--- src/rtl/addr8s_sched_pkg.sv ---
// Shared types and constants for the time-redundant adder scheduler.
package addr8s_sched_pkg;

    localparam int OP_W  = 8;
    localparam int SUM_W = 9;

    typedef enum logic [2:0] {
        IDLE  = 3'd0,
        PASS1 = 3'd1,
        PASS2 = 3'd2,
        CMP   = 3'd3,
        RESP  = 3'd4
    } state_t;

    // Width needed to hold the values 0..value-1, never less than one bit.
    function automatic int clog2(input int value);
        int width;
        width = 1;
        while ((1 << width) < value) begin
            width = width + 1;
        end
        return width;
    endfunction

endpackage

--- src/rtl/addr8s_rr_arb.sv ---
// Combinational round-robin picker: the first valid requester found when
// searching upward from the pointer, wrapping modulo N_REQ.
module addr8s_rr_arb
    import addr8s_sched_pkg::*;
#(
    parameter int N_REQ = 4,
    parameter int IDX_W = clog2(N_REQ)
) (
    input  logic [N_REQ-1:0] i_reqValid,
    input  logic [IDX_W-1:0] i_rrPtr,
    output logic [N_REQ-1:0] o_grantOh,
    output logic [IDX_W-1:0] o_grantIdx
);

    int               w_cand;
    logic [IDX_W-1:0] w_candIdx;
    logic             w_found;

    // Walk the requesters starting at the pointer and keep the first valid one.
    always_comb begin
        o_grantOh  = '0;
        o_grantIdx = '0;
        w_cand     = 0;
        w_candIdx  = '0;
        w_found    = 1'b0;
        for (int k = 0; k < N_REQ; k++) begin
            w_cand    = (int'(i_rrPtr) + k) % N_REQ;
            w_candIdx = IDX_W'(w_cand);
            if (!w_found && i_reqValid[w_candIdx]) begin
                w_found               = 1'b1;
                o_grantOh[w_candIdx]  = 1'b1;
                o_grantIdx            = w_candIdx;
            end
        end
    end

endmodule

--- src/rtl/addr8s_redundant_sched.sv ---
// Time-redundant scheduler sharing one external 8-bit signed adder among
// N_REQ requesters. Every operation is evaluated twice and compared; on a
// mismatch it is re-run up to MAX_RETRY more times before being flagged.
// Build option ADDR8S_OPERAND_SWAP_EN: the second pass feeds the adder with
// the operands swapped, so faults tied to one operand position show up.
module addr8s_redundant_sched
    import addr8s_sched_pkg::*;
#(
    parameter int N_REQ     = 4,
    parameter int MAX_RETRY = 2,
    parameter int CNT_W     = 16
) (
    input  logic                  clk,
    input  logic                  rst_n,
    input  logic [N_REQ-1:0]      req_valid,
    output logic [N_REQ-1:0]      req_ready,
    input  logic [OP_W*N_REQ-1:0] req_a,
    input  logic [OP_W*N_REQ-1:0] req_b,
    output logic [N_REQ-1:0]      rsp_valid,
    input  logic [N_REQ-1:0]      rsp_ready,
    output logic [SUM_W-1:0]      rsp_data,
    output logic                  rsp_err,
    output logic [OP_W-1:0]       add_a,
    output logic [OP_W-1:0]       add_b,
    input  logic [SUM_W-1:0]      add_sum,
    output logic [CNT_W-1:0]      mismatch_cnt,
    output logic                  busy
);

    localparam int IDX_W   = clog2(N_REQ);
    localparam int RETRY_W = clog2(MAX_RETRY + 1);

    state_t             r_state;
    state_t             w_nextState;
    logic [IDX_W-1:0]   r_grantIdx;
    logic [IDX_W-1:0]   r_rrPtr;
    logic [RETRY_W-1:0] r_retryCnt;
    logic [OP_W-1:0]    r_opA;
    logic [OP_W-1:0]    r_opB;
    logic [OP_W-1:0]    r_addA;
    logic [OP_W-1:0]    r_addB;
    logic [SUM_W-1:0]   r_sum1;
    logic [SUM_W-1:0]   r_sum2;
    logic [SUM_W-1:0]   r_rspData;
    logic               r_rspErr;
    logic [CNT_W-1:0]   r_mismatchCnt;

    logic [N_REQ-1:0]   w_grantOh;
    logic [IDX_W-1:0]   w_grantIdx;
    logic [OP_W-1:0]    w_selA;
    logic [OP_W-1:0]    w_selB;
    logic               w_anyValid;
    logic               w_match;
    logic               w_canRetry;
    logic               w_rspTaken;

    addr8s_rr_arb #(
        .N_REQ (N_REQ),
        .IDX_W (IDX_W)
    ) u_arb (
        .i_reqValid (req_valid),
        .i_rrPtr    (r_rrPtr),
        .o_grantOh  (w_grantOh),
        .o_grantIdx (w_grantIdx)
    );

    assign w_anyValid = |req_valid;
    assign w_match    = (r_sum1 == r_sum2);
    assign w_canRetry = (r_retryCnt < RETRY_W'(MAX_RETRY));
    assign w_rspTaken = |(rsp_ready & rsp_valid);

    // Operand mux for the requester the arbiter is currently offering a grant.
    always_comb begin
        w_selA = '0;
        w_selB = '0;
        for (int i = 0; i < N_REQ; i++) begin
            if (w_grantIdx == IDX_W'(i)) begin
                w_selA = req_a[i*OP_W +: OP_W];
                w_selB = req_b[i*OP_W +: OP_W];
            end
        end
    end

    // Handshake outputs: accept only in IDLE, respond only to the held grant.
    always_comb begin
        req_ready = (r_state == IDLE) ? w_grantOh : '0;
        rsp_valid = '0;
        for (int i = 0; i < N_REQ; i++) begin
            rsp_valid[i] = (r_state == RESP) && (r_grantIdx == IDX_W'(i));
        end
    end

    // Next-state logic for the accept / two-pass / compare / respond cycle.
    always_comb begin
        w_nextState = r_state;
        case (r_state)
            IDLE:    if (w_anyValid) w_nextState = PASS1;
            PASS1:   w_nextState = PASS2;
            PASS2:   w_nextState = CMP;
            CMP: begin
                if (w_match || !w_canRetry) w_nextState = RESP;
                else                        w_nextState = PASS1;
            end
            RESP:    if (w_rspTaken) w_nextState = IDLE;
            default: w_nextState = IDLE;
        endcase
    end

    // State register.
    always_ff @(posedge clk or negedge rst_n) begin
        if (!rst_n) r_state <= IDLE;
        else        r_state <= w_nextState;
    end

    // Datapath: adder operands are loaded one cycle ahead of the pass using them.
    always_ff @(posedge clk or negedge rst_n) begin
        if (!rst_n) begin
            r_grantIdx    <= '0;
            r_rrPtr       <= '0;
            r_retryCnt    <= '0;
            r_opA         <= '0;
            r_opB         <= '0;
            r_addA        <= '0;
            r_addB        <= '0;
            r_sum1        <= '0;
            r_sum2        <= '0;
            r_rspData     <= '0;
            r_rspErr      <= 1'b0;
            r_mismatchCnt <= '0;
        end else begin
            case (r_state)
                IDLE: begin
                    if (w_anyValid) begin
                        r_grantIdx <= w_grantIdx;
                        r_opA      <= w_selA;
                        r_opB      <= w_selB;
                        r_addA     <= w_selA;
                        r_addB     <= w_selB;
                        r_retryCnt <= '0;
                    end
                end
                PASS1: begin
                    r_sum1 <= add_sum;
`ifdef ADDR8S_OPERAND_SWAP_EN
                    r_addA <= r_opB;
                    r_addB <= r_opA;
`else
                    r_addA <= r_opA;
                    r_addB <= r_opB;
`endif
                end
                PASS2: begin
                    r_sum2 <= add_sum;
                end
                CMP: begin
                    if (w_match) begin
                        r_rspData <= r_sum1;
                        r_rspErr  <= 1'b0;
                    end else begin
                        if (r_mismatchCnt != '1) r_mismatchCnt <= r_mismatchCnt + CNT_W'(1);
                        if (w_canRetry) begin
                            r_retryCnt <= r_retryCnt + RETRY_W'(1);
                            r_addA     <= r_opA;
                            r_addB     <= r_opB;
                        end else begin
                            r_rspData <= r_sum1;
                            r_rspErr  <= 1'b1;
                        end
                    end
                end
                RESP: begin
                    if (w_rspTaken) begin
                        r_rrPtr <= (r_grantIdx == IDX_W'(N_REQ - 1)) ? '0 : r_grantIdx + IDX_W'(1);
                    end
                end
                default: ;
            endcase
        end
    end

    assign rsp_data     = r_rspData;
    assign rsp_err      = r_rspErr;
    assign add_a        = r_addA;
    assign add_b        = r_addB;
    assign mismatch_cnt = r_mismatchCnt;
    assign busy         = (r_state != IDLE);

endmodule
--- config.mk ---
export PLATFORM = sky130hd
export DESIGN_NAME = addr8s_redundant_sched
export DESIGN_NICKNAME = d
export VERILOG_FILES = /design/src/rtl/addr8s_sched_pkg.sv /design/src/rtl/addr8s_rr_arb.sv /design/src/rtl/addr8s_redundant_sched.sv
export SDC_FILE = /design/constraint.sdc
export NUM_CORES = 1
export LEC_CHECK = 0
export CORE_MARGIN = 10
export CORE_UTILIZATION = 49
export DETAILED_ROUTE_END_ITERATION = 10
export PLACE_DENSITY = 0.9
export SYNTH_ARGS = -nofsm -noshare
export SYNTH_HDL_FRONTEND = slang
export SYNTH_SLANG_ARGS = --single-unit
--- constraint.sdc ---
create_clock -name clk -period 3.48 [get_ports clk]
set_input_delay 0.348 -clock clk [delete_from_list [all_inputs] [get_ports clk]]
set_output_delay 0.348 -clock clk [all_outputs]
set_load 0.01 [all_outputs]
# [Yosys cells after proc, flatten, opt, wreduce, memory -nomap -nowiden]
# Cells that the tools add are included.
[totals] regBits=85 in_bits=83 out_inout_bits=51 elab_cells=138
[op_classes] add_sub_neg=6 n_lt_le_gt_ge=9 eq_ne=17 muxes=57 n_bitwise=5 reduce_logical=31
[ops] op="$mux W8" count=14
[ops] op="$pmux W8 S3" count=2
[ops] op="$mux W4" count=5
[ops] op="$mux W9" count=2
[ops] op="$add A16 B1 Y16 const B" count=1
[ops] op="$mux W2" count=8
[ops] op="$ne A16 B16 Y1 const B" count=1
[ops] op="$pmux W3 S5" count=1
[ops] op="$mux W1" count=13
[ops] op="$lt A2 B3 Y1 const B" count=4
[ops] op="$or A4 B4 Y4" count=3
[ops] op="$logic_and A1 B1 Y1" count=11
[ops] op="$ne A2 B2 Y1 const B" count=5
[ops] op="$eq A9 B9 Y1" count=1
[ops] op="$mux W3" count=3
[ops] op="$bmux W1 S2" count=4
[ops] op="$demux W1 S2" count=4
[ops] op="$eq A2 B2 Y1 const B" count=4
[ops] op="$ge A2 B1 Y1 const B" count=4
[ops] op="$reduce_and A2 Y1" count=4
[ops] op="$reduce_and A4 Y1" count=2
[ops] op="$reduce_or A4 Y1" count=2
[ops] op="$add A2 B1 Y2 const B" count=3
[ops] op="$eq A3 B2 Y1 const B" count=2
[ops] op="15 further kinds" count=22

# [Logic depth before layout (Yosys ltp)]
[logic_depth] ltp_word=19 mapped_depth=9 depth_no_buf=8

# [Cells and area by module]
# A second synthesis with hierarchy kept.
[hier_totals] hier_cells=382 hier_area_um2=4823.4
[modules_own_cells] module="addr8s_redundant_sched" instances=1 cells_per_inst=317 area_each_um2=4334.2 seq_area_each_um2=2127.0
[modules_own_cells] module="addr8s_rr_arb" instances=1 cells_per_inst=65 area_each_um2=489.2 seq_area_each_um2=0.0

# [Worst setup path after synthesis]
# OpenSTA, ideal clock, no wires.
[synth_timing] kind="reg-to-output" start="register r_rrPtr[1]" end="output port req_ready[0]" arrival_time_ns=2.315 required_ns=3.132 slack_ns=0.817 stages_incl_launch_ff=9 path_buffers=1 path_cell_list="dfrtp_1 -> buf_2 -> inv_1 -> ha_1 -> mux4_2 -> a211oi_2 -> a22oi_1 -> a2bb2oi_1 -> a21oi_1"
[synth_via] elab_chain_len=13 word_cells_on_any_way=48
[synth_rtl] item="from (decl)" line_no="addr8s_redundant_sched.sv:36" text="logic [IDX_W-1:0] r_rrPtr;"
[synth_rtl] item="from (signal assigned)" line_no="addr8s_redundant_sched.sv:173" text="r_rrPtr <= (r_grantIdx == IDX_W'(N_REQ - 1)) ? '0 : r_grantIdx + IDX_W'(1);"
[synth_rtl] item="branches (longest 11 deep; another with $lt A2 B3 Y1)"
[synth_rtl] item="$mux W4 (*)" line_no="addr8s_rr_arb.sv:29" text="if (!w_found && i_reqValid[w_candIdx]) begin"
[synth_rtl] item="$mux W4 (*)" line_no="addr8s_redundant_sched.sv:86" text="req_ready = (r_state == IDLE) ? w_grantOh : '0;"
[synth_rtl] item="to (decl)" line_no="addr8s_redundant_sched.sv:16" text="output logic [N_REQ-1:0] req_ready,"
# Every way passes the cells marked *. The select of a mux whose other input is x is not followed.

# [Final worst setup path]
[layout_timing] start="register r_rrPtr[1]" end="output port req_ready[2]"
# Same word-level chain as after synthesis.

==> results.md <==
- The cell accounting for the most synthesized area is dfrtp_1.
- The worst register-to-register path has a setup slack of 1.08 ns.
- During placement, the flow inserted port buffers numbering 133.
- The final-report max-slew violation count came to 0.
- The required time of the critical path is 3.13 ns.
- Derived from the worst setup path, the maximum achievable clock frequency is between 300 and 400 MHz.
- The fraction of the cycle the final worst path needs is 94.1%.
- The number of nets with antenna violations after routing is 0.
- Among all stages on the critical path, the largest delay is contributed by clkdlybuf4s50_1.
- The count of standard-cell rows is 36.
- The post-synthesis cell area is 0.00482 mm^2.
- From bottom edge to top edge, the die measures 119 um.
- Timing analysis after detailed placement gives a worst setup slack of between 0.2 and 0.3 ns.
- After floorplanning, the core was sized to cover 0.00968 mm^2.
- The normalized max-slew margin is 30.3%.
- The post-synthesis cell count is 431.
- The first global-routing pass estimated between 15000 and 20000 um of wire.
- The fraction of the yosys area taken by sequential cells is 44.1%.
- The longest clock path from root to sink contains 2 buffers.
- Of all flip-flops after synthesis, the portion carrying an async set or reset was 100%.
- The detailed placer's ending HPWL is 9010 um.
- The highest cell delay on the worst timing path is 0.56 ns.
- The violation count after the first detailed-routing iteration is 187.
- STA classifies the critical path startpoint as a flop.
- The run finished with clean final reports.
- Once placement completed, the tool counted placed cells totaling 683.
- The primary flip-flop cell chosen by synthesis mapping is dfrtp_1.
- Summed over all failing endpoints, the final setup total negative slack is 0 ns.
- The area added between synthesis and finish is 34.6%.
- After synthesis, the largest family of logic cells by area is multiplexers.
- Multiplexer cells account for 18.4% of the synthesized area.
- The count of unresolved DRC violations after routing is 0.
- The cell leakage power is 2.74 nW.
- Setup violations remaining at the end of the flow were counted as 0.
- Dividing the detail-routed wire length by the instance count gives ~17 um.
- The clock reaches the later pin of the worst-skew pair after 0.35 ns.
- The final weighted congestion in routability-driven placement is about 0.82.
- IR analysis of the VDD net gives a maximum drop of between 500 and 600 uV.
- Walking the worst path, the cells encountered are inv_2, ha_2, mux4_2, a211oi_4, a22oi_1, a2bb2oi_1, a21oi_1, clkdlybuf4s50_1.
- The critical path endpoint category is an output pin.
- The first-pass iteration count of the detailed router is 4.
- The number of maximum-capacitance violations is 0.
- The number of cells on the worst reg-to-reg path is 4.
- The class of the most critical hold timing path is input pin to async pin.
- The number of nets produced by synthesis is 527.
- The power per standard cell area is 883 mW/mm^2.
- The total via count after detailed routing is 3737.
- Summed over its instances, the top area cell type makes up 44.1% of the synthesized netlist area.
- The worst hold margin is between 0.15 and 0.2 ns.
- In the routed layout, each cell is associated on average with a via count of 5.35.
- The count of inserted antenna diode cells is 0.
- A synthesized cell averages 11.2 um^2.
- The number of library cell types mapped by synthesis is 56.
- Among cell families on the critical path, the largest total delay comes from compound AO/OA/AOI/OAI gates.
- Of the cells placed in the final design, the portion with a size suffix greater than 1 is 17.5%.
- Entering global routing, the biggest net connects 86 pins.
- The post-synthesis xor/xnor area fraction is 4.54%.
- The number of global-route vias before repair came to ~3900.
- In the post-synthesis netlist, the cell with the most instances is dfrtp_1.
- The area of the die is between 0.01 and 0.015 mm^2.
- The count of cells in the finished layout, fillers not included, comes to between 600 and 700.
- For this design the top-level I/O count stands at 134.
- After synthesis, the cell types taking the most area are dfrtp_1, mux2_2, mux2i_1.
- The effective utilization at floorplan is 49.8%.
- The post-cts hold buffer count is 0.
- The die is about 120 um wide.
- The clock tree synthesis step divided the H-tree into 3 levels.
- Summing the areas of all and, or, nand and nor instances in the mapped netlist gives 13.2% of the synthesized area.
- The final net count is 657.
- The maximum fanout along the worst path is 8.
- In the global route stage, overall resource usage came out at between 10% and 20%.
- The adder-cell share of the synthesized area is ~3.4%.
- The post-layout total power is 5.73 mW.
- TritonCTS built the clock tree.
- In this run, synthesis produced a sequential element count of 85.
- Between clock sinks in the finished design, the worst skew comes to 0.00825 ns.
- The transition at the pin with the smallest max-transition slack is between 1 and 1.5 ns.
- The startpoint identified for the worst register-to-register timing path is r_state[2].
- Measured on the finished design, the core utilization comes to approximately 67%.
- The residual overflow from global routing is 0.
- In this run the post-CTS setup repair buffer count came out at 0.
- The synthesis warning total is 0.
- Setup repair after global routing left no endpoint under its margin.
- In the synthesized netlist, the cells that appear most often are dfrtp_1, nand2_1, mux2_2, mux2i_1, nand3_1.
- The placed instances occupy a cell area of 0.00625 mm^2.
- Data arrives at the worst endpoint at ~3 ns.
- The buffers plus inverters on the worst setup path is 2.
- The smallest clock period supported by the final layout is computed as 3.28 ns.
- Clock-pin slew was measured on the worst setup and hold paths at 0.09 ns.
- The number of clock sinks seen by CTS is 85.
- The number of enable flip-flop cells after synthesis is 0.
- The number of cells on the critical path is 8.
- The number of endpoints with negative hold slack in the final report is 0.
- The total length of routed wires is 11900 um.
- The cell area after layout is 0.00649 mm^2.
- The compound-cell area share of the yosys netlist is 12.8%.
- The initial antenna violation count is 0.
- In this run the clock root is driven by a clkbuf_8.
- The type of the worst setup path is flop to output pin.
- The worst path meets setup with approximately 0.20 ns of slack.
- The worst register-to-register path ends at mismatch_cnt[1].
- The number of buffers created by CTS is 9.
==> repair_timing <==
action,in CTS,in global routing
pin swaps,0,1
endpoints found under the setup margin,4,4
gates resized for setup,1,4
==> cell usage in the layout (no fill, tap or decap), types with 2 or more instances in the layout <==
cell type and n:
inv_2 2, o211ai_2 15, a21oi_1 9, or2_2 2, clkdlybuf4s50_1 132, nor2b_1 2
buf_4 9, a2bb2oi_1 4, nor3_1 2, a22oi_1 6, mux2_1 9, mux2_2 35
a21o_1 2, bufinv_16 2, o21ai_0 5, inv_1 4, inv_6 2, dfrtp_1 85
xor2_1 3, nand4_1 6, nand3_1 23, nand2b_1 4, xnor2_1 22, or3_1 2
nor2_4 2, a211oi_4 2, ha_1 12, clkbuf_8 9, mux2i_1 33, nand2_1 52
o21ai_1 17, o22ai_1 3, nor2_1 12, and3_1 10
==> cell families after synthesis <==
group,Yosys count
fa+ha+maj,13
xor+xnor,25
flops,85
compound gates,75
mux,80
buf+inv,29
simple gates,124
==> flip-flops by register name, indices dropped and copies added, names as in the netlist <==
register      flops
rsp_err           1
r_state           3
r_rrPtr           2
mismatch_cnt     16
r_sum2            9
rsp_data          9
r_grantIdx        2
r_opA             8
r_sum1            9
r_retryCnt        2
add_b             8
r_opB             8
add_a             8
==> worst reg2reg max path: stages, from the launching register on <==
cell	delay, ns
dfrtp_1	0.47
nor2b_1	0.35
nand2_1	0.30
a311oi_4	0.75
mux2_2	0.42
==> final cells by class <==
class | instances | area (um^2)
flip-flops and latches | 85 | 2130
multi-input cells | 317 | 2540
repair buffers | 142 | 1410
inverters | 6 | 22.5
well taps | 133 | 166
clock buffers | 9 | 124
fillers | 753 | 3190
clock inverters | 7 | 105
==> layer usage <==
layer	part of all wire (%)	track usage, %
met1	44	20.0
met2	51	29.6
met3	4.3	3.73
met4	0.89	5.19
met5	0	0
==> where the power goes <==
group          leakage [nW]  total (mW)  switching [mW]  internal [mW]
combinational          1.58        3.20            1.61           1.59
clock                 0.112       0.790           0.374          0.416
sequential             1.05        1.74           0.310           1.43
total                  2.74        5.73            2.30           3.43
==> worst max path at each step <==
stage	from	end	slack [ns]
final	r_rrPtr[1]	req_ready[2]	0.20
after global routing	r_rrPtr[1]	req_ready[2]	0.02
after CTS	r_rrPtr[1]	req_ready[2]	0.04
after detailed placement	req_valid[2]	req_ready[2]	0.27
after global placement	req_valid[2]	req_ready[3]	0.40
after floorplan	r_rrPtr[1]	req_ready[0]	0.82
Note: power is estimated with default switching activity, not from simulation.
